--- src/rtl/game_state_controller.sv ---
// Breakout-style game sequencer: start screen, serve delay, play, and win/lose screens.
// Outputs are registered from the next state, so each output is a pure decode of the current state.
//
//   state    | meaning
//   ---------+--------------------------------------------------------
//   ST_IDLE  | start screen shown, waiting for a start key press
//   ST_SERVE | ball parked at serve position, counting serve frames
//   ST_PLAY  | ball and paddle moving, bricks and misses counted
//   ST_WIN   | all bricks cleared, win screen for END_FRAMES frames
//   ST_LOSE  | out of lives, lose screen for END_FRAMES frames
module game_state_controller #(
  parameter int NUM_BRICKS   = 8,
  parameter int MAX_LIVES    = 3,
  parameter int SERVE_FRAMES = 60,
  parameter int END_FRAMES   = 180
) (
  input  logic       Clk,
  input  logic       Reset,
  input  logic       frame_clk,
  input  logic       start_key,
  input  logic       brick_hit,
  input  logic       ball_miss,
  output logic       ball_start,
  output logic       wingame,
  output logic       lose,
  output logic [1:0] lives_count,
  output logic       play_en,
  output logic       ball_serve
);

  typedef enum logic [4:0] {
    ST_IDLE  = 5'b00001,
    ST_SERVE = 5'b00010,
    ST_PLAY  = 5'b00100,
    ST_WIN   = 5'b01000,
    ST_LOSE  = 5'b10000
  } state_t;

  localparam logic [7:0] BRICKS_INIT = 8'(NUM_BRICKS);
  localparam logic [1:0] LIVES_MAX   = 2'(MAX_LIVES);
  localparam logic [8:0] SERVE_LAST  = 9'(SERVE_FRAMES);
  localparam logic [8:0] END_LAST    = 9'(END_FRAMES);

  state_t     state, state_nx;
  logic [8:0] timer, timer_nx, timer_inc;
  logic [7:0] bricks_left, bricks_nx;
  logic [1:0] lives_nx;
  logic       serve_nx;
  logic       frame_clk_q, start_key_q;
  logic       frame_tick, start_edge;

  assign frame_tick = frame_clk & ~frame_clk_q;
  assign start_edge = start_key & ~start_key_q;
  assign timer_inc  = timer + 9'd1;

  always_ff @(posedge Clk) begin
    if (Reset) begin
      state       <= ST_IDLE;
      timer       <= '0;
      bricks_left <= '0;
      lives_count <= '0;
      frame_clk_q <= 1'b0;
      start_key_q <= 1'b0;
      ball_start  <= 1'b1;
      wingame     <= 1'b0;
      lose        <= 1'b0;
      play_en     <= 1'b0;
      ball_serve  <= 1'b0;
    end else begin
      state       <= state_nx;
      timer       <= timer_nx;
      bricks_left <= bricks_nx;
      lives_count <= lives_nx;
      frame_clk_q <= frame_clk;
      start_key_q <= start_key;
      ball_start  <= (state_nx == ST_IDLE);
      wingame     <= (state_nx == ST_WIN);
      lose        <= (state_nx == ST_LOSE);
      play_en     <= (state_nx == ST_PLAY);
      ball_serve  <= serve_nx;
    end
  end

  always_comb begin
    state_nx  = state;
    timer_nx  = timer;
    bricks_nx = bricks_left;
    lives_nx  = lives_count;
    serve_nx  = 1'b0;
    unique case (state)
      ST_IDLE: begin
        if (start_edge) begin
          state_nx  = ST_SERVE;
          timer_nx  = '0;
          bricks_nx = BRICKS_INIT;
          lives_nx  = '0;
          serve_nx  = 1'b1;
        end
      end
      ST_SERVE: begin
        if (frame_tick) begin
          if (timer_inc == SERVE_LAST) begin
            state_nx = ST_PLAY;
            timer_nx = '0;
          end else begin
            timer_nx = timer_inc;
          end
        end
      end
      ST_PLAY: begin
        if (brick_hit && (bricks_left != 8'd0))
          bricks_nx = bricks_left - 8'd1;
        if (ball_miss)
          lives_nx = lives_count + 2'd1;
        // Clearing the last brick wins even if the same cycle costs the final life.
        if (brick_hit && (bricks_nx == 8'd0)) begin
          state_nx = ST_WIN;
          timer_nx = '0;
        end else if (ball_miss) begin
          timer_nx = '0;
          if (lives_nx == LIVES_MAX) begin
            state_nx = ST_LOSE;
          end else begin
            state_nx = ST_SERVE;
            serve_nx = 1'b1;
          end
        end
      end
      ST_WIN, ST_LOSE: begin
        if (start_edge) begin
          state_nx = ST_IDLE;
          timer_nx = '0;
        end else if (frame_tick) begin
          if (timer_inc == END_LAST) begin
            state_nx = ST_IDLE;
            timer_nx = '0;
          end else begin
            timer_nx = timer_inc;
          end
        end
      end
      default: begin
        state_nx = ST_IDLE;
        timer_nx = '0;
      end
    endcase
  end

endmodule

--- config.mk ---
export PLATFORM = sky130hd
export DESIGN_NAME = game_state_controller
export DESIGN_NICKNAME = d
export VERILOG_FILES = /design/src/rtl/game_state_controller.sv
export SDC_FILE = /design/constraint.sdc
export NUM_CORES = 1
export LEC_CHECK = 0
export BUFFER_PORTS_ARGS = -buffer_cell sky130_fd_sc_hd__buf_2
export CORE_MARGIN = 8
export CORE_UTILIZATION = 40
export DETAILED_ROUTE_END_ITERATION = 16
export PLACE_DENSITY = 0.65
export REMOVE_ABC_BUFFERS = 1
export SYNTH_ARGS = -nofsm -noshare
export SYNTH_HDL_FRONTEND = slang
export SYNTH_SLANG_ARGS = --single-unit
--- constraint.sdc ---
create_clock -name Clk -period 3.2 [get_ports Clk]
set_input_delay 0.32 -clock Clk [delete_from_list [all_inputs] [get_ports Clk]]
set_output_delay 0.32 -clock Clk [all_outputs]
set_load 0.03 [all_outputs]
# Word-level counts from Yosys, hierarchy flattened
# Cells that the tools add are included.
word_totals:
  ff_bits: 31
  in_bits: 6
  output_inout_bits: 7
  wordCells: 74
classes:
  n_addsub: 3
  eq_ne: 16
  mux: 32
  n_bitwise: 4
  n_reduce_logical: 8
op_table:
  columns: ["operator", "count"]
  rows:
  - ["two-way mux 9 bit", 8]
  - ["two-way mux 5 bit", 9]
  - ["one-hot mux 9 bit (4 select lines)", 1]
  - ["two-way mux 8 bit", 3]
  - ["one-hot mux 5 bit (4 select lines)", 1]
  - ["one-hot mux 8 bit (2 select lines)", 1]
  - ["equality test 5 x 1 -> 1 bit (second input constant)", 2]
  - ["equality test 5 x 3 -> 1 bit (second input constant)", 2]
  - ["equality test 5 x 4 -> 1 bit (second input constant)", 2]
  - ["equality test 5 bit (second input constant)", 2]
  - ["adder 9 x 1 -> 9 bit (second input constant)", 1]
  - ["equality test 9 x 6 -> 1 bit (second input constant)", 1]
  - ["equality test 9 x 8 -> 1 bit (second input constant)", 1]
  - ["zero test 8 bit", 1]
  - ["nonzero test 8 bit", 1]
  - ["subtractor 8 x 1 -> 8 bit (second input constant)", 1]
  - ["two-way mux 2 bit", 3]
  - ["inequality test 3 bit (second input constant)", 2]
  - ["equality test 5 x 2 -> 1 bit (second input constant)", 1]
  - ["two-way mux 1 bit", 4]
  - ["inequality test 2 bit (second input constant)", 2]
  - ["one-hot mux 2 bit (2 select lines)", 1]
  - ["AND reduction 4 bit", 1]
  - ["adder 2 x 1 -> 2 bit (second input constant)", 1]
  - ["other kinds (8)", 11]

# Depth between registers and ports, before layout
depth:
  depth_word: 9
  depth_mapped: 10
  ltp_nobuf: 8

# Worst setup path before layout
# Ideal clock, no wire load.
synth_timing:
  kind: "register to register"
  startpoint: "reg bricks_left[0]"
  endpoint: "reg timer[1]"
  setup_ps: 72
  arrival_time_ps: 2296
  required_time_ps: 3128
  setup_slack_ps: 833
  path_stages_with_launch: 11
  n_path_buf: 2
  synth_period_minus_slack_ps: 2367
  cell_sequence: "dfxtp_1 > inv_1 > ha_1 > clkbuf_2 > or2_2 > o311ai_1 > nor2_1 > or4b_1 > buf_6 > a21boi_4 > mux2i_1"
synth_via:
  elab_chain_cells: 8
  elab_cells_between_ends: 11
  classes_between: "add/sub (1); eq/ne (1); mux (4); reduce/logical (5)"
synth_lines:
  columns: ["item", "line", "text"]
  rows:
  - ["from (decl)", "46", "logic [7:0] bricks_left, bricks_nx;"]
  - ["from (signal assigned)", "72", "bricks_left <= bricks_nx;"]
  - ["parallel branches: the longest is 2 deep, another holds subtractor 8 x 1 -> 8 bit", null, null]
  - ["two-way mux 8 bit *", "111", "if (brick_hit && (bricks_left != 8'd0))"]
  - ["two-way mux 8 bit *", "90", "unique case (state)"]
  - ["zero test 8 bit *", "116", "if (brick_hit && (bricks_nx == 8'd0)) begin"]
  - ["logical AND 1 bit *", "116", null]
  - ["inequality test 3 bit (no line) / two-way mux 9 bit (equally long branches)", null, null]
  - ["AND reduction 4 bit (no line) / one-hot mux 9 bit (4 select lines) (equally long branches)", null, null]
  - ["to (signal assigned)", "71", "timer <= timer_nx;"]
  - ["to (decl)", "45", "logic [8:0] timer, timer_nx, timer_inc;"]
# Every way passes the cells marked *. The select of a mux whose other input is x is not followed.
# A chain may end at the register's enable or synchronous reset.

# Final worst setup path
layout_timing:
  startpoint: "reg state[4]"
  endpoint: "reg timer[2]"
layout_via:
  elab_chain_cells: 4
  elab_cells_between_ends: 12
  classes_between: "eq/ne (9); mux (1); reduce/logical (2)"
layout_lines:
  columns: ["item", "line", "text"]
  rows:
  - ["from (decl)", "44", "state_t state, state_nx;"]
  - ["from (signal assigned)", "70", "state <= state_nx;"]
  - ["equality test 5 x 4 -> 1 bit / equality test 5 bit (equally long branches)", "90", null]
  - ["OR reduction 2 bit", "90", null]
  - ["inequality test 3 bit (no line)", null, null]
  - ["AND reduction 4 bit (no line)", null, null]
# Several ways; a longest one is shown, not always the timed one.

==> flow_metrics.tcl <==
set metrics [dict create \
    grt_pass1_wl_mm 6.71 \
    routed_wl_mm 4.01 \
    crit_type "reg -> reg" \
    clk_pin_slew_worst_paths_ns 0.07 \
    rsz0062_at_grt "false" \
    synth_ff_type "dfxtp_1" \
    synth_top_family_by_area "simple AND/OR/NAND/NOR gates" \
    die_h_um 83.7 \
    period_needed_ns 2.70 \
    synth_xor_xnor_area_share 0.00477 \
    cts_tree "done" \
    cts_resized 0 \
    synth-compound-area-share 0.195 \
    ys_ff_latch 31 \
    clock_path_buffers 2 \
    p_switching_uw 215 \
    grt_overflow_total 0 \
    layout-drive-gt1-share 0.136 \
    rows 24 \
    setup_viol 0 \
    critPathLaunchType "register" \
    grt_pass1_vias 1418 \
    crit_path_max_fanout 11 \
    final_common_cell "dfxtp_1" \
    final_core_util 0.457 \
    drv_slew 0 \
    nNetsFinal 249 \
    start_util 0.419 \
    slew_headroom 0.172 \
    ant_nets 0 \
    synth_area_um2 1840 \
    vdd_drop_max_uv 219 \
    p_int_uw 685 \
    grt_antenna_before_repair 0 \
    area.growth.synth_to_final_pct 9.07 \
    die_area_um2 7010 \
    power.leakage_uw 0.000733 \
    cts_hold_buf 0 \
    synth_mux_area_frac 0.0273 \
    skew_ns 0.0118 \
    num_io_pins 13 \
    synth_fa_ha_area_frac 0.0136 \
    synth-seq-area-share 0.338 \
    first_iter_violations 197 \
    final_cell_mix "dfxtp_1, nor2_1, nand3_1, nand2_1, a21oi_1" \
    tns_ns 0 \
    p_seq_frac 0.444 \
    crit_path_end_kind "register" \
    crit_arrival_ns 2.90 \
    grt.total_usage 0.112 \
    cts.sinks 31 \
    insertion_delay_ns 0.28 \
    vias 1650 \
    gp_congestion 0.859 \
    drt-pass1-iter-count 4 \
    min_delay_path_depth 2 \
    min_period_over_period 0.843 \
    synthSimpleGateAreaFrac 0.361 \
    grt_max_degree 28 \
    postCtsSetupBuffers 0 \
    status "finished, final reports clean" \
    cts_buffers 5 \
    async_flop_share 0 \
    n_antenna_cell 0 \
    p_comb_frac 0.112 \
    worst-r2r-cell-count 6 \
    ys_types 56 \
    cts_root_buffer "clkbuf_8" \
    core-area_um2 4380 \
    htree_levels 2 \
    port_buffers 12 \
    max_freq_mhz 371 \
    wire_per_inst_um 13.6 \
    final_hold_viol_count 0 \
    synth_edf_count 0 \
    yosys_warnings 0 \
    required_ns 3.40 \
    synth_area_per_cell_um2 7.88 \
    hpwl_mm 2.83 \
    vias_per_cell 5.61 \
    die_w_um 83.7 \
    p_clk_frac 0.444 \
    power_density_nw_per_um2 450 \
    cap_violations 0 \
    hold_class "in -> reg" \
    fillers 448 \
    syn_inst 233 \
    drc_errors 0 \
    worst_pin_slew_ns 1.24 \
    switching_share 0.239 \
]
layer usage:
metal | share of wire | global-route usage | vias up
li1 | - | - | 863
met1 | 0.53 | 0.152 | 752
met2 | 0.42 | 0.157 | 30
met3 | 0.040 | 0.0322 | 5
met4 | 0.013 | 0.0487 | 0
met5 | 0 | 0 | -
worst paths after layout:
check,start,endpoint,slack (ns)
worst max-delay path,state[4],timer[2],0.50
worst max register to register,state[4],timer[2],0.50
worst min-delay path,frame_clk,frame_clk_q,0.28
worst min register to register,timer[8],timer[8],0.51
power by group through the flow:
stage / logic, uW / registers, uW / clock network, uW
2_1_floorplan: 67.3 / 412 / 0
3_3_place_gp: 101 / 409 / 0
3_5_place_dp: 101 / 409 / 0
4_1_cts: 101 / 400 / 414
5_1_grt: 111 / 401 / 426
6_report: 101 / 400 / 399
critical path: stages (launching register included):
cell and delay (ns):
dfxtp_1 0.35, nor3_1 0.49, and2_1 0.28, o21ai_0 0.10, a211oi_1 1.02, nand2_1 0.16
o221ai_1 0.22
area by class of cell:
cell class                      instances  area (um2)  share of cell area
Timing Repair Buffer                   12        60.1              0.0300
Tap cell                               52        65.1              0.0325
Multi-Input combinational cell        182        1100               0.552
Sequential cell                        31         621               0.310
Inverter                                9        33.8              0.0169
Clock inverter                          2        35.0              0.0175
Clock buffer                            6        82.6              0.0413
state kept, by name, summed over array words and instances (netlist names):
signal / flops
wingame: 1
bricks_left: 8
ball_serve: 1
play_en: 1
lose: 1
state: 5
start_key_q: 1
lives_count: 2
frame_clk_q: 1
ball_start: 1
timer: 9
cells in the mapped netlist (3+ instances only):
| cell type | n | area (um2) |
|---|---|---|
| dfxtp_1 | 31 | 621 |
| nor2_1 | 30 | 113 |
| nand3_1 | 19 | 95.1 |
| nand2_1 | 18 | 67.6 |
| a21oi_1 | 14 | 70.1 |
| o21ai_0 | 13 | 65.1 |
| inv_1 | 9 | 33.8 |
| nor2b_1 | 9 | 56.3 |
| nor3_1 | 8 | 40.0 |
| a311oi_1 | 5 | 43.8 |
| mux2i_1 | 5 | 50.1 |
| nand2b_1 | 5 | 31.3 |
| buf_6 | 4 | 45.0 |
| clkbuf_1 | 4 | 15.0 |
| o211ai_1 | 4 | 30.0 |
| a31oi_1 | 3 | 18.8 |
| nand4b_1 | 3 | 26.3 |
metrics by stage:
step | hold slack, ns | worst slack (ns) | power (uW) | area [um2] | cells
after detailed placement | 0.495 | 0.565 | 510 | 1880 | 286
after global placement | 0.491 | 0.558 | 509 | 1880 | 286
after global routing | 0.277 | 0.156 | 938 | 2000 | 294
after floorplan | 0.389 | 0.856 | 480 | 1760 | 222
final | 0.278 | 0.504 | 900 | 2000 | 294
after CTS | 0.268 | 0.520 | 915 | 2000 | 294
kinds of logic after synthesis:
logic type / Yosys count
DFF: 31
AOI/OAI and AO/OA: 52
xor gates and xnor gates: 1
adders and majority gates: 2
and+or+nand+nor: 122
muxes: 5
buffers and inverters: 20
(Power assumes the default switching activity.)
